--- src/rtl/neuron_mac_seq.sv ---
// neuron_mac_seq: time-multiplexed MAC neuron (bias + sum x*w, shift, ReLU, saturate).
// Optional build macro LEAKY_RELU_EN selects a 1/8-slope leaky ReLU for negative sums.
`default_nettype none

module neuron_mac_seq #(
  parameter int DATA_W = 8,
  parameter int N_IN   = 8,
  parameter int ACC_W  = 20,
  parameter int SHIFT  = 0
) (
  input  logic              clk,
  input  logic              rst_n,
  input  logic              in_valid,
  output logic              in_ready,
  input  logic [DATA_W-1:0] x_in,
  input  logic [DATA_W-1:0] w_in,
  input  logic [DATA_W-1:0] bias_in,
  output logic              out_valid,
  input  logic              out_ready,
  output logic [DATA_W-1:0] out_data,
  output logic              busy
);

  localparam int CNT_W = $clog2(N_IN + 1);

  localparam logic [1:0] S_IDLE = 2'd0;
  localparam logic [1:0] S_ACC  = 2'd1;
  localparam logic [1:0] S_OUT  = 2'd2;

  localparam logic              C_SINGLE = (N_IN == 1);
  localparam logic [CNT_W-1:0]  C_LAST   = CNT_W'(N_IN - 1);
  localparam logic signed [ACC_W-1:0] C_MAX = $signed(ACC_W'((2 ** (DATA_W - 1)) - 1));
`ifdef LEAKY_RELU_EN
  localparam logic signed [ACC_W-1:0] C_MIN = $signed(ACC_W'(-(2 ** (DATA_W - 1))));
`endif

  logic [1:0]              state_q, state_d;
  logic signed [ACC_W-1:0] acc_q, acc_d;
  logic [CNT_W-1:0]        cnt_q, cnt_d;
  logic                    busy_q, busy_d;
  logic                    out_valid_q, out_valid_d;
  logic [DATA_W-1:0]       out_q, out_d;

  logic                      beat;
  logic                      last_beat;
  logic signed [2*DATA_W-1:0] x_ext, w_ext, prod;
  logic signed [ACC_W-1:0]   prod_ext, bias_ext, acc_sum, shifted;
  logic [DATA_W-1:0]         act;

  assign in_ready  = rst_n & (state_q != S_OUT);
  assign beat      = in_valid & in_ready;
  assign busy      = busy_q | beat;
  assign out_valid = out_valid_q;
  assign out_data  = out_q;

  // Operands are widened first so the product is exact at 2*DATA_W bits.
  assign x_ext    = {{DATA_W{x_in[DATA_W-1]}}, x_in};
  assign w_ext    = {{DATA_W{w_in[DATA_W-1]}}, w_in};
  assign prod     = x_ext * w_ext;
  assign prod_ext = {{(ACC_W - 2*DATA_W){prod[2*DATA_W-1]}}, prod};
  assign bias_ext = {{(ACC_W - DATA_W){bias_in[DATA_W-1]}}, bias_in};
  assign acc_sum  = ((state_q == S_IDLE) ? bias_ext : acc_q) + prod_ext;
  assign shifted  = acc_sum >>> SHIFT;

  assign last_beat = (state_q == S_IDLE) ? C_SINGLE : (cnt_q == C_LAST);

`ifdef LEAKY_RELU_EN
  logic signed [ACC_W-1:0] leaky;
  assign leaky = shifted >>> 3;
`endif

  always_comb begin
    act = '0;
    if (shifted > C_MAX) begin
      act = C_MAX[DATA_W-1:0];
    end else if (shifted[ACC_W-1]) begin
`ifdef LEAKY_RELU_EN
      if (leaky < C_MIN) act = C_MIN[DATA_W-1:0];
      else               act = leaky[DATA_W-1:0];
`else
      act = '0;
`endif
    end else begin
      act = shifted[DATA_W-1:0];
    end
  end

  always_comb begin
    state_d     = state_q;
    acc_d       = acc_q;
    cnt_d       = cnt_q;
    busy_d      = busy_q;
    out_valid_d = out_valid_q;
    out_d       = out_q;
    case (state_q)
      S_IDLE, S_ACC: begin
        if (beat) begin
          acc_d  = acc_sum;
          cnt_d  = (state_q == S_IDLE) ? CNT_W'(1) : cnt_q + CNT_W'(1);
          busy_d = 1'b1;
          if (last_beat) begin
            state_d     = S_OUT;
            out_d       = act;
            out_valid_d = 1'b1;
          end else begin
            state_d = S_ACC;
          end
        end
      end
      S_OUT: begin
        if (out_ready) begin
          state_d     = S_IDLE;
          out_valid_d = 1'b0;
          busy_d      = 1'b0;
        end
      end
      default: state_d = S_IDLE;
    endcase
  end

  always_ff @(posedge clk or negedge rst_n) begin
    if (!rst_n) begin
      state_q     <= S_IDLE;
      acc_q       <= '0;
      cnt_q       <= '0;
      busy_q      <= 1'b0;
      out_valid_q <= 1'b0;
      out_q       <= '0;
    end else begin
      state_q     <= state_d;
      acc_q       <= acc_d;
      cnt_q       <= cnt_d;
      busy_q      <= busy_d;
      out_valid_q <= out_valid_d;
      out_q       <= out_d;
    end
  end

endmodule

`default_nettype wire

--- config.mk ---
export PLATFORM = sky130hd
export DESIGN_NAME = neuron_mac_seq
export DESIGN_NICKNAME = d
export VERILOG_FILES = /design/src/rtl/neuron_mac_seq.sv
export SDC_FILE = /design/constraint.sdc
export NUM_CORES = 1
export LEC_CHECK = 0
export ABC_AREA = 1
export BUFFER_PORTS_ARGS = -buffer_cell sky130_fd_sc_hd__buf_2
export CORE_MARGIN = 2
export CORE_UTILIZATION = 25
export CTS_CLUSTER_SIZE = 14
export DETAILED_ROUTE_END_ITERATION = 12
export PLACE_DENSITY_LB_ADDON = 0.2
export SLEW_MARGIN = 0
export SYNTH_ARGS = -nofsm -noshare
export SYNTH_HDL_FRONTEND = slang
export SYNTH_SLANG_ARGS = --single-unit
--- constraint.sdc ---
create_clock -name clk -period 15.1 [get_ports clk]
set_input_delay 1.51 -clock clk [delete_from_list [all_inputs] [get_ports clk]]
set_output_delay 1.51 -clock clk [all_outputs]
set_load 0.01 [all_outputs]
==> results by group <==
Global routing
  – Largest net degree at the start of global routing: between 40 and 50
  – Global route overflow: 0
  – First-pass GRT wire length: 22,700 um
  – Overall global routing resource usage: roughly an eighth
  – Initial antenna violation count: 0
  – Vias in the first global route: around 4,400

Place
  – Placement Setup Slack: about 8.1 ns
  – Hpwl dp: 11,100 um
  – Routability cong.: ~0.81
  – Port Buffer Count: 38

Drt
  – Drt wl/cell: between 10 and 15 um
  – Top sig layer: met4
  – Iter 0 DRT Violations: approximately 180
  – Wl on met1: approximately 6800 um
  – Vias per cell: between 4 and 5
  – Vias: between 4,000 and 5,000
  – Remaining DRCs: 0
  – WL met3: 173 um
  – Total wire length: 12,800 um
  – TritonRoute pass-1 iters: 6
  – DR WL met2: ~5900 um
  – Post-DRT Antenna Nets: 0

Clock network
  – Clk_lat worst skew: about 0.28 ns
  – Clock tree buffer depth: 2
  – Clock transition at path regs: about 0.05 ns
  – H-tree depth: 2
  – CTS sink cnt: 36
  – CTS tree: done
  – Cts-stage hold buffer count: 0
  – Postcts setup bufs: 0
  – CTS resizes: 0
  – Num CTS Buffers: 5
  – Root Buffer: clkbuf_16

Synthesis
  – Top cells by area, synth: fa_1 (32%), dfrtp_1 (16%), inv_1 (12%), nand2_1 (11%), ha_1 (11%)
  – Synth Register Bits: 36
  – YS warnings: 0
  – Synth top area share: approximately a third
  – Syn_area_per_cell: around 8.0 um2
  – Synth area leader: fa_1
  – Cell area after synthesis: 5570 um2
  – Cell variety after synth: 36
  – Mapped Cells: around 690
  – Mapped Nets: approximately 860
  – Register area share after synthesis: around 16%

STA
  – Setup Total Neg Slack: 0 ns
  – RSZ-0062 raised after global routing: no
  – Fin worst setup slack: between 8 and 9 ns
  – Final setup viols: 0
  – Final Cycle Share: between 40 and 50%
  – Worst rel slew slack: between 40% and 50%
  – Worst hold slack: 0.479 ns
  – Fin Clk Skew: around 0.0065 ns
  – Period minus WS final: around 6.6 ns
  – Pins Over Slew Limit: 0
  – Final hold violations: 0
  – Fmax: 151 MHz
  – Actual slew at the worst max-slew pin: 0.878 ns

Finish
  – Post-layout nets: 877
  – Ant. Diodes: 0
  – Area of the multi-input gates: ~3900 um2
  – Ratio of cells with drive above 1 in the final layout: 9.23%
  – Synth-to-layout area growth: 10.8%
  – Fillers: about 2,400
  – Sequential cell area: 901 um2

Worst setup path
  – Startpoint types: input pin
  – R2r setup slk: slightly above 9 ns
  – CP Max Fanout: 13
  – Worst EP required: 15.31 ns
  – WS Path Type: input pin to flop
  – CP arrival: about 7 ns
  – Crit. End Element: flop

Floorplanning
  – Die width: roughly 150 um
  – Top Ports: 39
  – Die span in y: 153 um
  – Core Footprint: ~22,000 um2
  – Die area: roughly 23,000 um2
  – Initial Util: about a quarter
  – Row count: 54

Outcome
  – Status: completed

Run
  – # Max-Cap Violations: 0

Worst hold path
  – Min-Delay Path Class: flop to flop
## layout by cell type, fill, tap and decap left out, types with 2 or more instances in the layout
cell type / synthesis / routed
nor3_1: 3 / 3
o21ai_0: 26 / 26
nor2_2: 3 / 3
nand2_1: 168 / 168
xnor2_1: 6 / 6
o21ai_1: 8 / 8
ha_1: 47 / 47
fa_1: 88 / 88
buf_2: 3 / 38
inv_2: 4 / 4
inv_1: 175 / 175
or2_2: 2 / 2
nand4_1: 9 / 9
mux2i_1: 5 / 5
nand3b_1: 2 / 2
nor2_1: 19 / 19
a21oi_1: 12 / 12
nor2_4: 3 / 3
dfrtp_1: 36 / 36
clkbuf_16: 0 / 5
nand3_1: 32 / 32
xor2_1: 6 / 6
xor2_2: 3 / 3
## synthesized netlist by cell type, drive strengths merged
master / count
a211oi: 1
a21oi: 13
a311oi: 1
buf: 4
clkbuf: 19
clkinv: 1
dfrtp: 36
fa: 88
ha: 47
inv: 179
mux2i: 5
nand2: 169
nand3: 32
nand3b: 2
nand4: 9
nor2: 25
nor3: 3
o211ai: 1
o21a: 1
o21ai: 35
o21bai: 1
o31ai: 1
or2: 3
xnor2: 7
xor2: 9
## registers in the layout, summed over array words and instances (netlist names)
name       flops
out_valid      1
out_data       8
cnt_q          4
busy_q         1
state_q        2
acc_q         20
## layout make-up
cell class | instances | share of cell area, %
Clock buffer | 7 | 2.31
Tap cell | 280 | 5.68
Sequential cell | 36 | 14.6
Timing Repair Buffer | 38 | 3.08
Multi-Input combinational cell | 453 | 63.2
Clock inverter | 1 | 0.122
Inverter | 180 | 11.0
## layer usage
layer	vias to the layer above	global-route usage [%]
met1	1951	17.8
li1	2090	-
met3	4	0.992
met4	0	1.01
met2	26	19.0
met5	-	0
## worst max-delay path: stages
cell	delay [ns]
buf_2	0.17
nand2_1	0.51
fa_1	0.72
inv_1	0.05
fa_1	0.47
fa_1	0.54
inv_1	0.05
fa_1	0.53
inv_1	0.04
ha_1	0.28
ha_1	0.34
nand2_1	0.12
nor2_1	0.30
nand3_1	0.19
nand3_1	0.14
nand2_1	0.06
nand2_1	0.07
xor2_1	0.36
nor2_4	0.11
nand3_1	0.09
nand3_1	0.07
nand2_1	0.08
## kinds of logic (layout without fill, tap and decap cells)
group                    count (synthesis)  count (layout)  share of synthesized area, %
XOR/XNOR                                16              16                          3.06
multiplexers                             5               5                         0.899
AND/OR/NAND/NOR                        243             243                          18.5
AO/OA/AOI/OAI                           54              54                          5.40
flip-flops                              36              36                          16.2
adder cells (fa/ha/maj)                135             135                          42.2
buffers and inverters                  203             226                          13.8
## worst paths after layout
check                                start           to  cells past startpoint
min in group asynchronous            rst_n  out_data[7]                      1
worst max register to register  state_q[0]  out_data[2]                     24
max in group asynchronous            rst_n    acc_q[12]                      1
worst min-delay path              acc_q[8]     acc_q[8]                      2
worst max-delay path               x_in[7]  out_data[2]                     22
worst min register to register    acc_q[8]     acc_q[8]                      2
## per-stage QoR
step,util [%],cell area [um2],cells
final,28.3,6170,995
after global routing,28.3,6170,995
after CTS,28.3,6170,995
after detailed placement,27.6,6020,987
after global placement,27.6,6020,987
after floorplan,-,5570,692
Power is left out: the tool's default activity adds up to more than one toggle a clock period on the data nets, which glitch-free logic cannot reach.
